[src/rtl/serial_adder_pkg.sv]
// -----------------------------------------------------------------------------
// serial_adder_pkg
//
// Purpose : Shared constants for the bit-serial adder. These are the FSM state
//           encoding (kept as plain two-bit localparams so older tools and
//           netlists can use it) and the legal range of the operand width.
// Ports   : none (package)
// Options : SERIAL_ADDER_OVF_EN is a macro used by serial_adder, not by this
//           package.
// -----------------------------------------------------------------------------
package serial_adder_pkg;

  // FSM state encoding
  localparam logic [1:0] ST_IDLE = 2'd0;
  localparam logic [1:0] ST_ADD  = 2'd1;
  localparam logic [1:0] ST_DONE = 2'd2;

  // Legal operand width range
  localparam int WIDTH_MIN = 1;
  localparam int WIDTH_MAX = 32;

  // Width of the bit counter. It must be able to reach WIDTH itself, which
  // happens on the final ADD edge, so the count never wraps.
  function automatic int cnt_width(input int w);
    return $clog2(w + 1);
  endfunction

endpackage

[src/rtl/serial_adder_full_adder.sv]
// -----------------------------------------------------------------------------
// full_adder
//
// Purpose : Single-bit combinational full adder. This is the bit slice that
//           serial_adder feeds one bit pair per clock.
// Ports   : a    - addend bit A
//           b    - addend bit B
//           cin  - carry in
//           s    - sum bit, a ^ b ^ cin
//           cout - carry out, majority(a, b, cin)
// -----------------------------------------------------------------------------
module full_adder (
  input  logic a,
  input  logic b,
  input  logic cin,
  output logic s,
  output logic cout
);

  logic w_p;

  // Propagate term, shared by the sum and carry equations
  assign w_p  = a ^ b;
  assign s    = w_p ^ cin;
  assign cout = (a & b) | (cin & w_p);

endmodule

[src/rtl/serial_adder.sv]
// -----------------------------------------------------------------------------
// serial_adder
//
// Purpose : Bit-serial adder. A start pulse in IDLE loads two WIDTH-bit
//           operands and a carry-in. The operands are then passed LSB first
//           through one full_adder slice, one bit per clock, with the carry
//           held in a flop between bits. The finished result appears as a
//           registered sum/cout, and done pulses for one cycle.
//           {cout, sum} = a + b + cin (unsigned, exact).
//
// Parameters : WIDTH - operand/sum width, 1..32 (elaboration error otherwise)
//
// Ports   : clk   - clock, all state changes on the rising edge
//           rst_n - synchronous active-low reset
//           start - request; honoured only in IDLE
//           a, b  - operands, sampled on the accepting edge
//           cin   - carry in, sampled on the accepting edge
//           busy  - high while bits are being added (ADD)
//           done  - one-cycle pulse when a new result is valid (DONE)
//           sum   - registered result, held until the next result lands
//           cout  - registered carry out, held with sum
//           ovf   - (only with SERIAL_ADDER_OVF_EN) signed two's-complement
//                   overflow of the registered result, held with sum
//
// Build option : define SERIAL_ADDER_OVF_EN to add the ovf output.
// -----------------------------------------------------------------------------
module serial_adder
  import serial_adder_pkg::*;
#(
  parameter int WIDTH = 8
) (
  input  logic             clk,
  input  logic             rst_n,
  input  logic             start,
  input  logic [WIDTH-1:0] a,
  input  logic [WIDTH-1:0] b,
  input  logic             cin,
  output logic             busy,
  output logic             done,
  output logic [WIDTH-1:0] sum,
  output logic             cout
`ifdef SERIAL_ADDER_OVF_EN
  ,
  output logic             ovf
`endif
);

  localparam int CW = cnt_width(WIDTH);

  // Reject illegal widths at elaboration
  generate
    if (WIDTH < WIDTH_MIN || WIDTH > WIDTH_MAX) begin : g_bad_width
      $error("serial_adder: WIDTH=%0d outside legal range %0d..%0d",
             WIDTH, WIDTH_MIN, WIDTH_MAX);
    end
  endgenerate

  logic [1:0]       r_state;
  logic [WIDTH-1:0] r_a_sh;
  logic [WIDTH-1:0] r_b_sh;
  logic [WIDTH-1:0] r_s_sh;
  logic             r_carry;
  logic [CW-1:0]    r_cnt;
  logic [WIDTH-1:0] r_sum;
  logic             r_cout;
`ifdef SERIAL_ADDER_OVF_EN
  logic             r_ovf;
`endif

  logic             w_fa_s;
  logic             w_fa_cout;
  logic             w_last;
  logic [WIDTH-1:0] w_s_next;

  // Shift a vector right by one and insert a bit at the MSB. This is written
  // as a function so that WIDTH=1 works: a part-select [WIDTH-1:1] would be
  // reversed at that width.
  function automatic logic [WIDTH-1:0] shift_in(input logic [WIDTH-1:0] v,
                                                input logic             msb);
    logic [WIDTH-1:0] r;
    r            = v >> 1;
    r[WIDTH-1]   = msb;
    return r;
  endfunction

  full_adder u_fa (
    .a    (r_a_sh[0]),
    .b    (r_b_sh[0]),
    .cin  (r_carry),
    .s    (w_fa_s),
    .cout (w_fa_cout)
  );

  // The sum shift register fills from the top, so after WIDTH bits the
  // first (LSB) sum bit has moved down to bit 0.
  assign w_s_next = shift_in(r_s_sh, w_fa_s);

  // The bit at count WIDTH-1 is the MSB. For WIDTH=1 this is count 0.
  assign w_last   = (r_cnt == CW'(WIDTH - 1));

  always_ff @(posedge clk) begin
    if (!rst_n) begin
      r_state <= ST_IDLE;
      r_a_sh  <= '0;
      r_b_sh  <= '0;
      r_s_sh  <= '0;
      r_carry <= 1'b0;
      r_cnt   <= '0;
      r_sum   <= '0;
      r_cout  <= 1'b0;
`ifdef SERIAL_ADDER_OVF_EN
      r_ovf   <= 1'b0;
`endif
    end else begin
      case (r_state)
        ST_IDLE: begin
          if (start) begin
            r_a_sh  <= a;
            r_b_sh  <= b;
            r_carry <= cin;
            r_cnt   <= '0;
            r_state <= ST_ADD;
          end
        end

        ST_ADD: begin
          r_s_sh  <= w_s_next;
          r_a_sh  <= r_a_sh >> 1;
          r_b_sh  <= r_b_sh >> 1;
          r_carry <= w_fa_cout;
          r_cnt   <= r_cnt + CW'(1);
          if (w_last) begin
            r_sum   <= w_s_next;
            r_cout  <= w_fa_cout;
`ifdef SERIAL_ADDER_OVF_EN
            // On the MSB bit, r_carry is the carry into the MSB.
            r_ovf   <= r_carry ^ w_fa_cout;
`endif
            r_state <= ST_DONE;
          end
        end

        ST_DONE: begin
          // Always return to IDLE. A start seen here is dropped.
          r_state <= ST_IDLE;
        end

        default: begin
          r_state <= ST_IDLE;
        end
      endcase
    end
  end

  assign busy = (r_state == ST_ADD);
  assign done = (r_state == ST_DONE);
  assign sum  = r_sum;
  assign cout = r_cout;
`ifdef SERIAL_ADDER_OVF_EN
  assign ovf  = r_ovf;
`endif

endmodule

[config.mk]
export PLATFORM = sky130hd
export DESIGN_NAME = serial_adder
export DESIGN_NICKNAME = d
export VERILOG_FILES = /design/src/rtl/serial_adder_pkg.sv /design/src/rtl/serial_adder_full_adder.sv /design/src/rtl/serial_adder.sv
export SDC_FILE = /design/constraint.sdc
export NUM_CORES = 1
export LEC_CHECK = 0
export ABC_AREA = 1
export CAP_MARGIN = 0
export CORE_MARGIN = 2
export CORE_UTILIZATION = 40
export DETAILED_ROUTE_END_ITERATION = 7
export GPL_TIMING_DRIVEN = 0
export PLACE_DENSITY = 0.65
export SLEW_MARGIN = 30
export SYNTH_ARGS = -nofsm -noshare
export SYNTH_HDL_FRONTEND = slang
export SYNTH_SLANG_ARGS = --single-unit
export TNS_END_PERCENT = 10
[constraint.sdc]
create_clock -name clk -period 1.3 [get_ports clk]
set_clock_uncertainty 0.2 [all_clocks]
set_input_delay 0.26 -clock clk [delete_from_list [all_inputs] [get_ports clk]]
set_output_delay 0.26 -clock clk [all_outputs]
set_load 0.01 [all_outputs]
After elaboration in Yosys (flattened, before gate mapping)
Cells that the tools add are included.
Widths: inputs -> output; s select.
- output and inout bits: 11
- register bits after elaboration: 40
- input bits: 20
- word-level logic and storage cells: 35
- reduce and logical (&&, ||, !) cells: 5
- mux-type cells: 11
- bitwise gates (word level): 5
- $add $sub $neg: 1
- eq/ne operators: 5
- operator list (operator ; number):
    $pmux 8 s2 ; 2
    $mux 8 ; 2
    $pmux 4 s2 ; 1
    $reduce_and 2->1 ; 3
    $add 4x1->4 const B ; 1
    $eq 4x3->1 const B ; 1
    $mux 2 ; 2
    $mux 4 ; 1
    $pmux 2 s2 ; 1
    $and 1x1->1 ; 2
    $eq 2x1->1 const B ; 1
    $eq 2x2->1 const B ; 1
    $logic_not 2->1 ; 1
    $ne 2x1->1 const B ; 1
    $ne 2x2->1 const B ; 1
    $pmux 1 s2 ; 1
    $reduce_bool 2->1 ; 1
    $xor 1x1->1 ; 2
    $mux 1 ; 1
    $or 1x1->1 ; 1

Depth between registers and ports, before layout
Gate-level depths: netlist (run 1).
- depth in word-level cells: 4
- gate-level depth with buffers: 7
- depth with buffers taken out: 7

Modules after synthesis
From an unflattened synthesis (run 1), not the netlist that was laid out.
- cell total of the unflattened synthesis: 252
- area total of the unflattened synthesis: 1724.2 um^2
- by module, submodules not included (module ; sequential area each (um^2) ; cells an instance ; area each (um^2) ; times used):
    serial_adder ; 780.7 ; 251 ; 1704.1 ; 1
    full_adder ; 0.0 ; 1 ; 20.0 ; 1

Least setup slack after synthesis (run 1)
Ideal clock, no wire load.
- path type: reg2reg
- start point: register r_cnt[0]
- end point: register r_sum[7] (netlist: sum[7])
- data arrival time: 1143 ps
- buffers on the path: 0
- data required time: 1035 ps
- library setup time: 65 ps
- stages on the path, launching flop included: 8
- clock period less this slack: 1408 ps
- slack: -108 ps
- path through: dfxtp_1 -> ha_1 -> nand2_1 -> nor2_2 -> nand2_2 -> inv_1 -> nor2_1 -> nor2_1
- word-level cells in the longest chain between the ends: 2
- RTL lines (what ; line ; source):
    start, declared ; serial_adder.sv:63 ; logic [CW-1:0] r_cnt;
    start signal, assigned ; serial_adder.sv:131 ; r_cnt <= r_cnt + CW'(1);
    $eq 4x3->1 ; serial_adder.sv:99 ; assign w_last = (r_cnt == CW'(WIDTH - 1));
    $reduce_and 2->1 (no line) ; n/a ;
    end signal, assigned ; serial_adder.sv:133 ; r_sum <= w_s_next;
    end, declared ; serial_adder.sv:64 ; logic [WIDTH-1:0] r_sum;
No other way between the ends.
A chain may end at the register's enable or synchronous reset.

Final worst setup path (run 1)
- start point: register r_state[1]
- end point: output busy
- word-level cells in the longest chain between the ends: 1
- RTL lines (what ; line ; source):
    start, declared ; serial_adder.sv:58 ; logic [1:0] r_state;
    start signal, assigned ; serial_adder.sv:103 ; r_state <= ST_IDLE;
    start signal, assigned ; serial_adder.sv:122 ; r_state <= ST_ADD;
    start signal, assigned ; serial_adder.sv:139 ; r_state <= ST_DONE;
    $eq 2x1->1 ; serial_adder.sv:155 ; assign busy = (r_state == ST_ADD);
    end, declared ; serial_adder.sv:38 ; output logic busy,
No other way between the ends.

==> results of run 1 <==
[synth_stat cells]
library cell and count:
nand2_1 55, nor2_1 52, dfxtp_1 39, nand3_1 36, inv_1 24, o21ai_0 9, a21oi_1 8, buf_2 6
nand3b_1 4, nand2_2 3, buf_1 2, buf_4 2, clkbuf_1 2, nor2_2 2, fa_1 1, ha_1 1
nor2_4 1, o211a_1 1
[power by group]
group          leakage, nW  total (mW)  switching, mW  internal [mW]
Sequential           0.325        1.29         0.0372           1.25
Combinational        0.749       0.446          0.228          0.218
Clock               0.0422       0.780          0.404          0.376
Total                 1.12        2.52          0.669           1.85
[worst max-delay path: stages, from the launching register on]
cell and delay [ns]:
dfxtp_4 0.37, nor2_4 0.14, buf_6 0.12, buf_6 0.09
[cell usage in the layout (no fill, tap or decap), drive strengths merged]
master	n
clkdlybuf4s50	17
ha	1
nand2	59
clkbuf	10
o211a	1
nor2	55
fa	1
clkinv	1
a21oi	8
nand3	36
buf	33
o21ai	9
inv	24
dfxtp	39
nand3b	4
[final cells by class]
type | instances | area [µm²]
inverter | 24 | 95.1
clock buffer | 7 | 76.3
fill | 375 | 1650
sequential | 39 | 803
timing repair buffer | 41 | 360
buffer | 12 | 104
multi-input combinational | 174 | 897
tap | 50 | 62.6
clock inverter | 1 | 5.00
[sequential cells by signal (all words and copies together), names as in the netlist]
register	flops
cout	1
r_a_sh	8
r_b_sh	8
r_carry	1
r_cnt	4
r_s_sh	7
r_state	2
sum	8
[through the flow]
stage | instances | setup WS [ns]
finish | 348 | -0.173
global route | 348 | -0.201
CTS | 341 | -0.164
detailed placement | 326 | -0.670
global placement | 326 | -0.656
floorplan | 248 | -0.0314
[worst max-delay path by stage]
stage	from	endpoint	slack, ns
6_report	r_state[1]$_SDFFE_PN0P_	busy	-0.17
5_1_grt	r_state[1]$_SDFFE_PN0P_	busy	-0.20
4_1_cts	r_state[0]$_SDFFE_PN0P_	busy	-0.16
3_5_place_dp	r_state[0]$_SDFFE_PN0P_	busy	-0.67
3_3_place_gp	r_state[0]$_SDFFE_PN0P_	busy	-0.66
2_1_floorplan	r_carry$_SDFFE_PN0P_	sum[7]$_SDFFE_PN0P_	-0.03
[what timing repair did]
action                                  CTS  global route
setup buffers                             7             4
resized for setup                        77            25
pin swaps                                 9             9
cloned                                    0             3
endpoints found under the setup margin   50            46
[logic make-up (layout without fill, tap and decap cells)]
family / Yosys count / after routing / synth area share [%]
simple gates: 153 / 154 / 38.2
flops: 39 / 39 / 45.6
buf+inv: 36 / 85 / 8.77
compound gates: 18 / 18 / 5.55
fa+ha+maj: 2 / 2 / 1.90
[layer usage]
metal	wire length (µm)	track usage, %
met1	1970	22.2
met2	1930	28.4
met3	176	3.20
met4	95	8.06
met5	0	0
==> impl_metrics.tcl, run 1 <==
set metrics [dict create \
    worstPathRequired_ns 0.84 \
    r2r_start "r_carry$_SDFFE_PN0P_" \
    place.detailed.hpwl_um 2660 \
    critPathCaptureType "output pin" \
    holdPathStages 3 \
    cts_made_buffers 5 \
    drtPass1Iterations 4 \
    drt_wl_total_um 4170 \
    violations "setup timing" \
    post-route-util_pct 59.2 \
    cp.arrival_ns 1.01 \
    gp_congestion 0.829 \
    finalMaxSlewViolations 0 \
    ant_nets 0 \
    routed_via_density 4.79 \
    timing.final.crit_share_pct 113 \
    grt_overflow 0 \
    relSlewSlack_pct 66.5 \
    synth_area_leaders "dfxtp_1 46%, nand2_1 12%, nor2_1 11%" \
    syn-cell-area_um2 1710 \
    ys_seq_area_share_pct 45.6 \
    min_from "rst_n" \
    drt-initial-drc-count 80 \
    grt_usage_pct 17.4 \
    area_growth_pct 40.3 \
    rsz0062_at_grt "true" \
    synth_top_area_cell "dfxtp_1" \
    wire_per_inst_um 12.0 \
    postCtsHoldBufs 0 \
    syn_area_per_cell_um2 6.91 \
    start_kind "flip-flop" \
    synth_cells 248 \
    drc 0 \
    cap_violations 0 \
    clock_sinks 39 \
    num_antenna_cells 0 \
    finalHoldViolations 0 \
    worst_slew_pin_slew_ns 0.503 \
    antenna_found_initial 0 \
    hp-class "primary input to flip-flop" \
    finalPower_mw 2.52 \
    portBuffers 28 \
    leakage_nw 1.12 \
    design_area_um2 2400 \
    worst_slack_ns -0.173 \
    cts_root_buffer "clkbuf_8" \
    r2r_cells 5 \
    max_freq_mhz 679 \
    r2r_slack_ns -0.09 \
    cts_tree "yes" \
    worstHoldEndpoint "r_s_sh[4]$_SDFFE_PN0P_" \
    powerDensity_nw_per_um2 1050 \
    yosys.area.top_type_share_pct 45.6 \
    core_area_um2 4060 \
    fp-row-count 23 \
    synth.distinct_cells 18 \
    die_area_um2 4820 \
    io_pins 31 \
    die_y_um 69.4 \
    placed_cell_area_um2 2080 \
    final_net_count 319 \
    cts_buffer_depth 2 \
    status "finished, violations left" \
    grt_pass1_wl_um 6680 \
    die_w_um 69.4 \
    vias 1666 \
    start_util_pct 42.2 \
    drive_gt1_share_pct 23.5 \
    critPathMaxFanout 3 \
    timing.hold.ws_ns 0.101 \
    grt_pass1_vias 1488 \
    synthesis.nets 270 \
    ir_worst_vdd_v 0.000603 \
    fin_tns_setup_ns -1.00 \
    yosysWarnings 0 \
    ys_seq_elements 39 \
    path_class "flip-flop to output pin" \
    grt_start_max_net_pins 12 \
    period_needed_ns 1.47 \
    path_clk_slew_ns 0.07 \
    clock_latency_ns 0.29 \
    r2r-end "sum[7]$_SDFFE_PN0P_" \
    cts-htree-levels 2 \
    setup_viol 34 \
]
Note: power is estimated with default switching activity, not from simulation.
==> run 2, diff against run 1 <==
Settings changed: CTS_BUF_LIST set to sky130_fd_sc_hd__clkbuf_16.
==> impl_metrics.tcl, run 2 (synthesized netlist as in run 1, its figures left out) <==
set metrics [dict create \
    worst_slack_ns -0.141 \
    power_frac_seq_pct 45.5 \
    pwr-share-comb_pct 15.0 \
    cap_violations 0 \
    num_antenna_cells 0 \
    ir_worst_vdd_v 0.000666 \
    cts_buffer_depth 2 \
    layout_commonest_cell "nand2_1" \
    clock_latency_ns 0.27 \
    timing.hold.ws_ns 0.131 \
    ant_nets 0 \
    drtPass1Iterations 4 \
    drc 0 \
    top_usage_layer "met2" \
    cts_root_buffer "clkbuf_16" \
    clock_sinks 39 \
    drive_gt1_share_pct 21.8 \
    finalMaxSlewViolations 0 \
    multiInputGateArea_um2 892 \
    fp-row-count 23 \
    fillers 375 \
    vias 1633 \
    violations "setup timing" \
    p_sw_share_pct 24.3 \
    core_area_um2 4060 \
    io_pins 31 \
    cts_made_buffers 5 \
    cts_tree "yes" \
    use_met3_pct 3.05 \
    drt-initial-drc-count 105 \
    wire_per_inst_um 12.0 \
    start_kind "flip-flop" \
    critPathCaptureType "output pin" \
    final_cell_mix "51 x nand2_1, 50 x nor2_1, 35 x nand3_1, 32 x dfxtp_1, 23 x inv_1" \
    grt_start_max_net_pins 12 \
    setup_viol 24 \
    max_freq_mhz 694 \
    postCtsHoldBufs 0 \
    status "finished, violations left" \
    grt_overflow 0 \
    cts-htree-levels 2 \
    rsz0062_at_grt "true" \
    r2r_slack_ns -0.09 \
    hp-class "primary input to flip-flop" \
    start_util_pct 42.2 \
    path_class "flip-flop to output pin" \
    place.detailed.hpwl_um 2660 \
    p_int_mw 2.15 \
    leakage_nw 1.12 \
    grt_pass1_wl_um 6640 \
    portBuffers 28 \
    regArea_um2 795 \
    area_growth_pct 41.5 \
    die_y_um 69.4 \
    period_needed_ns 1.44 \
    die_area_um2 4820 \
    worstPathRequired_ns 0.84 \
    worst_slew_pin_slew_ns 0.503 \
    relSlewSlack_pct 66.5 \
    grt_usage_pct 17.3 \
    drt_wl_total_um 4120 \
    use_met1_pct 22.3 \
    finalHoldViolations 0 \
    gp_congestion 0.829 \
    use_met2_pct 28.7 \
    switching_power_mw 0.690 \
    critPathMaxFanout 3 \
    finalPower_mw 2.84 \
    clkPwrFrac_pct 39.5 \
    antenna_found_initial 0 \
    powerDensity_nw_per_um2 1170 \
    routed_via_density 4.75 \
    post-route-util_pct 59.7 \
    die_w_um 69.4 \
    path_clk_slew_ns 0.05 \
    grt_pass1_vias 1475 \
    final_net_count 315 \
    timing.final.crit_share_pct 111 \
    cp.arrival_ns 0.98 \
]
## run 2: final timing paths
kind | start | endpoint | cells after the start
max | r_state[1]$_SDFFE_PN0P_ | busy | 3
min | rst_n | r_cnt[0]$_SDFFE_PN0P_ | 3
max reg2reg | r_carry$_SDFFE_PN0P_ | sum[7]$_SDFFE_PN0P_ | 5
min reg2reg | r_cnt[0]$_SDFFE_PN0P_ | r_cnt[0]$_SDFFE_PN0P_ | 1
## run 2: power groups by stage
stage	Clock, mW	Sequential (mW)	Combinational [mW]
after global routing	1.20	1.30	0.470
after detailed placement	0	1.31	0.326
after floorplan	0	1.31	0.211
after CTS	1.15	1.29	0.383
final	1.12	1.29	0.426
after global placement	0	1.31	0.323
## run 2: per-stage QoR
| step | setup WS, ns | cells | TNS (ns) | area, µm² |
|---|---|---|---|---|
| 2_1_floorplan | -0.0314 | 248 | -0.245 | 1740 |
| 3_3_place_gp | -0.656 | 326 | -7.46 | 2080 |
| 3_5_place_dp | -0.670 | 326 | -7.32 | 2080 |
| 4_1_cts | -0.143 | 340 | -1.14 | 2370 |
| 5_1_grt | -0.158 | 344 | -2.90 | 2420 |
| 6_report | -0.141 | 344 | -0.709 | 2420 |
## run 2: cell type report
type	count	area share (%)
Clock inverter	3	0.516
Buffer	12	4.34
Clock buffer	5	5.16
Timing Repair Buffer	38	13.9
Tap cell	50	2.58
Multi-Input combinational cell	173	36.8
Inverter	24	3.92
Sequential cell	39	32.8
## run 2: metal layers
layer  vias to the layer above  share of wire (%)
li1                        874                  -
met1                       725                 47
met2                        29                 48
met3                         5                3.5
met4                         0                1.3
met5                         -                  0
## run 2: what timing repair did
| item | CTS | global route |
|---|---|---|
| pin swaps | 7 | 6 |
| resized for setup | 66 | 28 |
| endpoints found under the setup margin | 50 | 49 |
| gates cloned | 0 | 1 |
| buffers inserted | 6 | 3 |
## run 2: worst max-delay path, cell delays in order, from the launching register on
cell and delay (ns):
dfxtp_4 0.37, nor2_4 0.14, buf_6 0.11, buf_6 0.09
==> run 3, diff against run 2 <==
Settings changed: CAP_MARGIN 0 to 20.
==> results of run 3 <==
The final DEF is identical to that of run 2; final timing and power are the same.
==> patch: new RTL, flow settings as in run 1 <==
Build with the macro `SERIAL_ADDER_OVF_EN` defined.
--- a/src/rtl/serial_adder.sv
+++ b/src/rtl/serial_adder.sv
@@ -26,2 +26,4 @@
 // -----------------------------------------------------------------------------
+`define SERIAL_ADDER_OVF_EN
+
 module serial_adder
Check against the original RTL (old outputs only; new: ovf): equivalent (equiv_simple and equiv_induct, registers matched by name and starting in step).
==> patch against run 1 <==
- the flow still finishes with violations (setup timing)
- utilization down 3.8 points
- sequential cell count up 1
- area after synthesis grew 4.4%
- wire length about the same
- critical path depth is 1 higher
- global-route usage rose by 1.3 points
- design area decreased by 0.31%
- total power grew 7.6%
- setup slack got worse by 3.4 ps
- critical path type unchanged
- largest power group unchanged
==> patch: results (changes against run 1) <==
- Multi-input combinational area share: 0.378 (+0.00483)
- VDD IR max: 0.000561 V (-7.0%)
- Sequential cells: 40 (+2.6%)
- Met3 WL: 155 µm (-12%)
- Violated checks: setup timing
- I/O Buffers: 30 (+7.1%)
- Setup TNS: -1740 ps (-741 ps)
- Pre-CTS WS: -631 ps (+39.6 ps)
- Placed Cells: 343 (+5.2%)
- Post-synthesis compound-gate area fraction: 0.0595 (+0.00397)
- GR Util met1: 0.228 (+0.00604)
- Net Sw Power: 0.000752 W (+12%)
- Distinct cells, synth: 21 (+3)
- Area after DPL: 2160 µm² (+3.9%)
- First-pass GRT wire length: 7440 µm (+11%)
- Routed via count: 1,716 (+3.0%)
- Worst setup margin: -176 ps (-3.41 ps)
- Final setup fails: 31 (-8.8%)
- Met2 routed WL: 2030 µm (+5.1%)
- Setup slack, reg-to-reg: -120 ps (-30 ps)
- Final wirelength: 4180 µm (about the same)
- Multi-input gate count: 183 (+5.2%)
- Capturing point of the worst reg2reg path: r_s_sh[7]$_SDFFE_PN0P_
- Top cells by count, synth: nand2_1, nor2_1, dfxtp_1
- Data buffer area share: 0.168 (-0.0255)
- Layout cell share with drive strength beyond 1: 0.237 (+0.00194)
- Drt wl/cell: 11.7 µm (-2.2%)
- Final clock-cell share: 0.0386 (+0.00481)
- Worst path max stage delay: 390 ps (+20 ps)
- # fillers: 446 (+19%)
- Critical Path Start: r_state[0]$_SDFFE_PN0P_
- # clk buffers: 6 (-1)
- Leak: 1.07 nW (-4.5%)
- # nets final: 325 (+1.9%)
- Syn Nets: 283 (+4.8%)
- # Post-CTS Setup Buffers: 3 (-4)
- CP max FO: 4 (+1)
- Nonclk buf count: 47 (-11%)
- Sequential cell area share: 0.346 (+0.0115)
- Clk network pwr share: 0.316 (+0.006)
- Adder-cell area share of the yosys netlist: 0.0182 (-0.000797)
- Hpwl dp: 2800 µm (+5.3%)
- Routing usage on met2: 0.322 (+0.0377)
- Headroom to the max-slew limit: 0.842 (+0.177)
- Register area share after synthesis: 0.448 (-0.00794)
- GRT Total Usage: 0.187 (+0.0135)
- WL met1: 1930 µm (-1.9%)
- Average size of a mapped cell: 6.85 µm² (-0.82%)
- Iteration-0 DRC count of the detailed router: 60 (-25%)
- Post-CTS resize count: 85 (+10%)
- Status: finished with violations
- Sw frac: 0.278 (+0.0117)
==> patch: cell count changes after synthesis, moves of 3 or more <==
cell | before | now
nand2_1 | 55 | 61
o21ai_1 | 0 | 6
nor2_1 | 52 | 56
nand2_2 | 3 | 0
nand3_1 | 36 | 33
o21ai_0 | 9 | 6
==> patch: how the worst min path moves through the flow <==
| stage | startpoint | endpoint | slack, ps | depth (start not counted) |
|---|---|---|---|---|
| after floorplan | rst_n | r_a_sh[7]$_SDFFE_PN0P_ | 200 | 2 |
| after global placement | r_s_sh[7]$_SDFFE_PN0P_ | r_s_sh[7]$_SDFFE_PN0P_ | 240 | 2 |
| after detailed placement | r_s_sh[7]$_SDFFE_PN0P_ | r_s_sh[7]$_SDFFE_PN0P_ | 240 | 2 |
| after CTS | start | r_state[0]$_SDFFE_PN0P_ | 200 | 3 |
| after global routing | start | r_state[0]$_SDFFE_PN0P_ | 220 | 3 |
| final | start | r_state[0]$_SDFFE_PN0P_ | 200 | 3 |
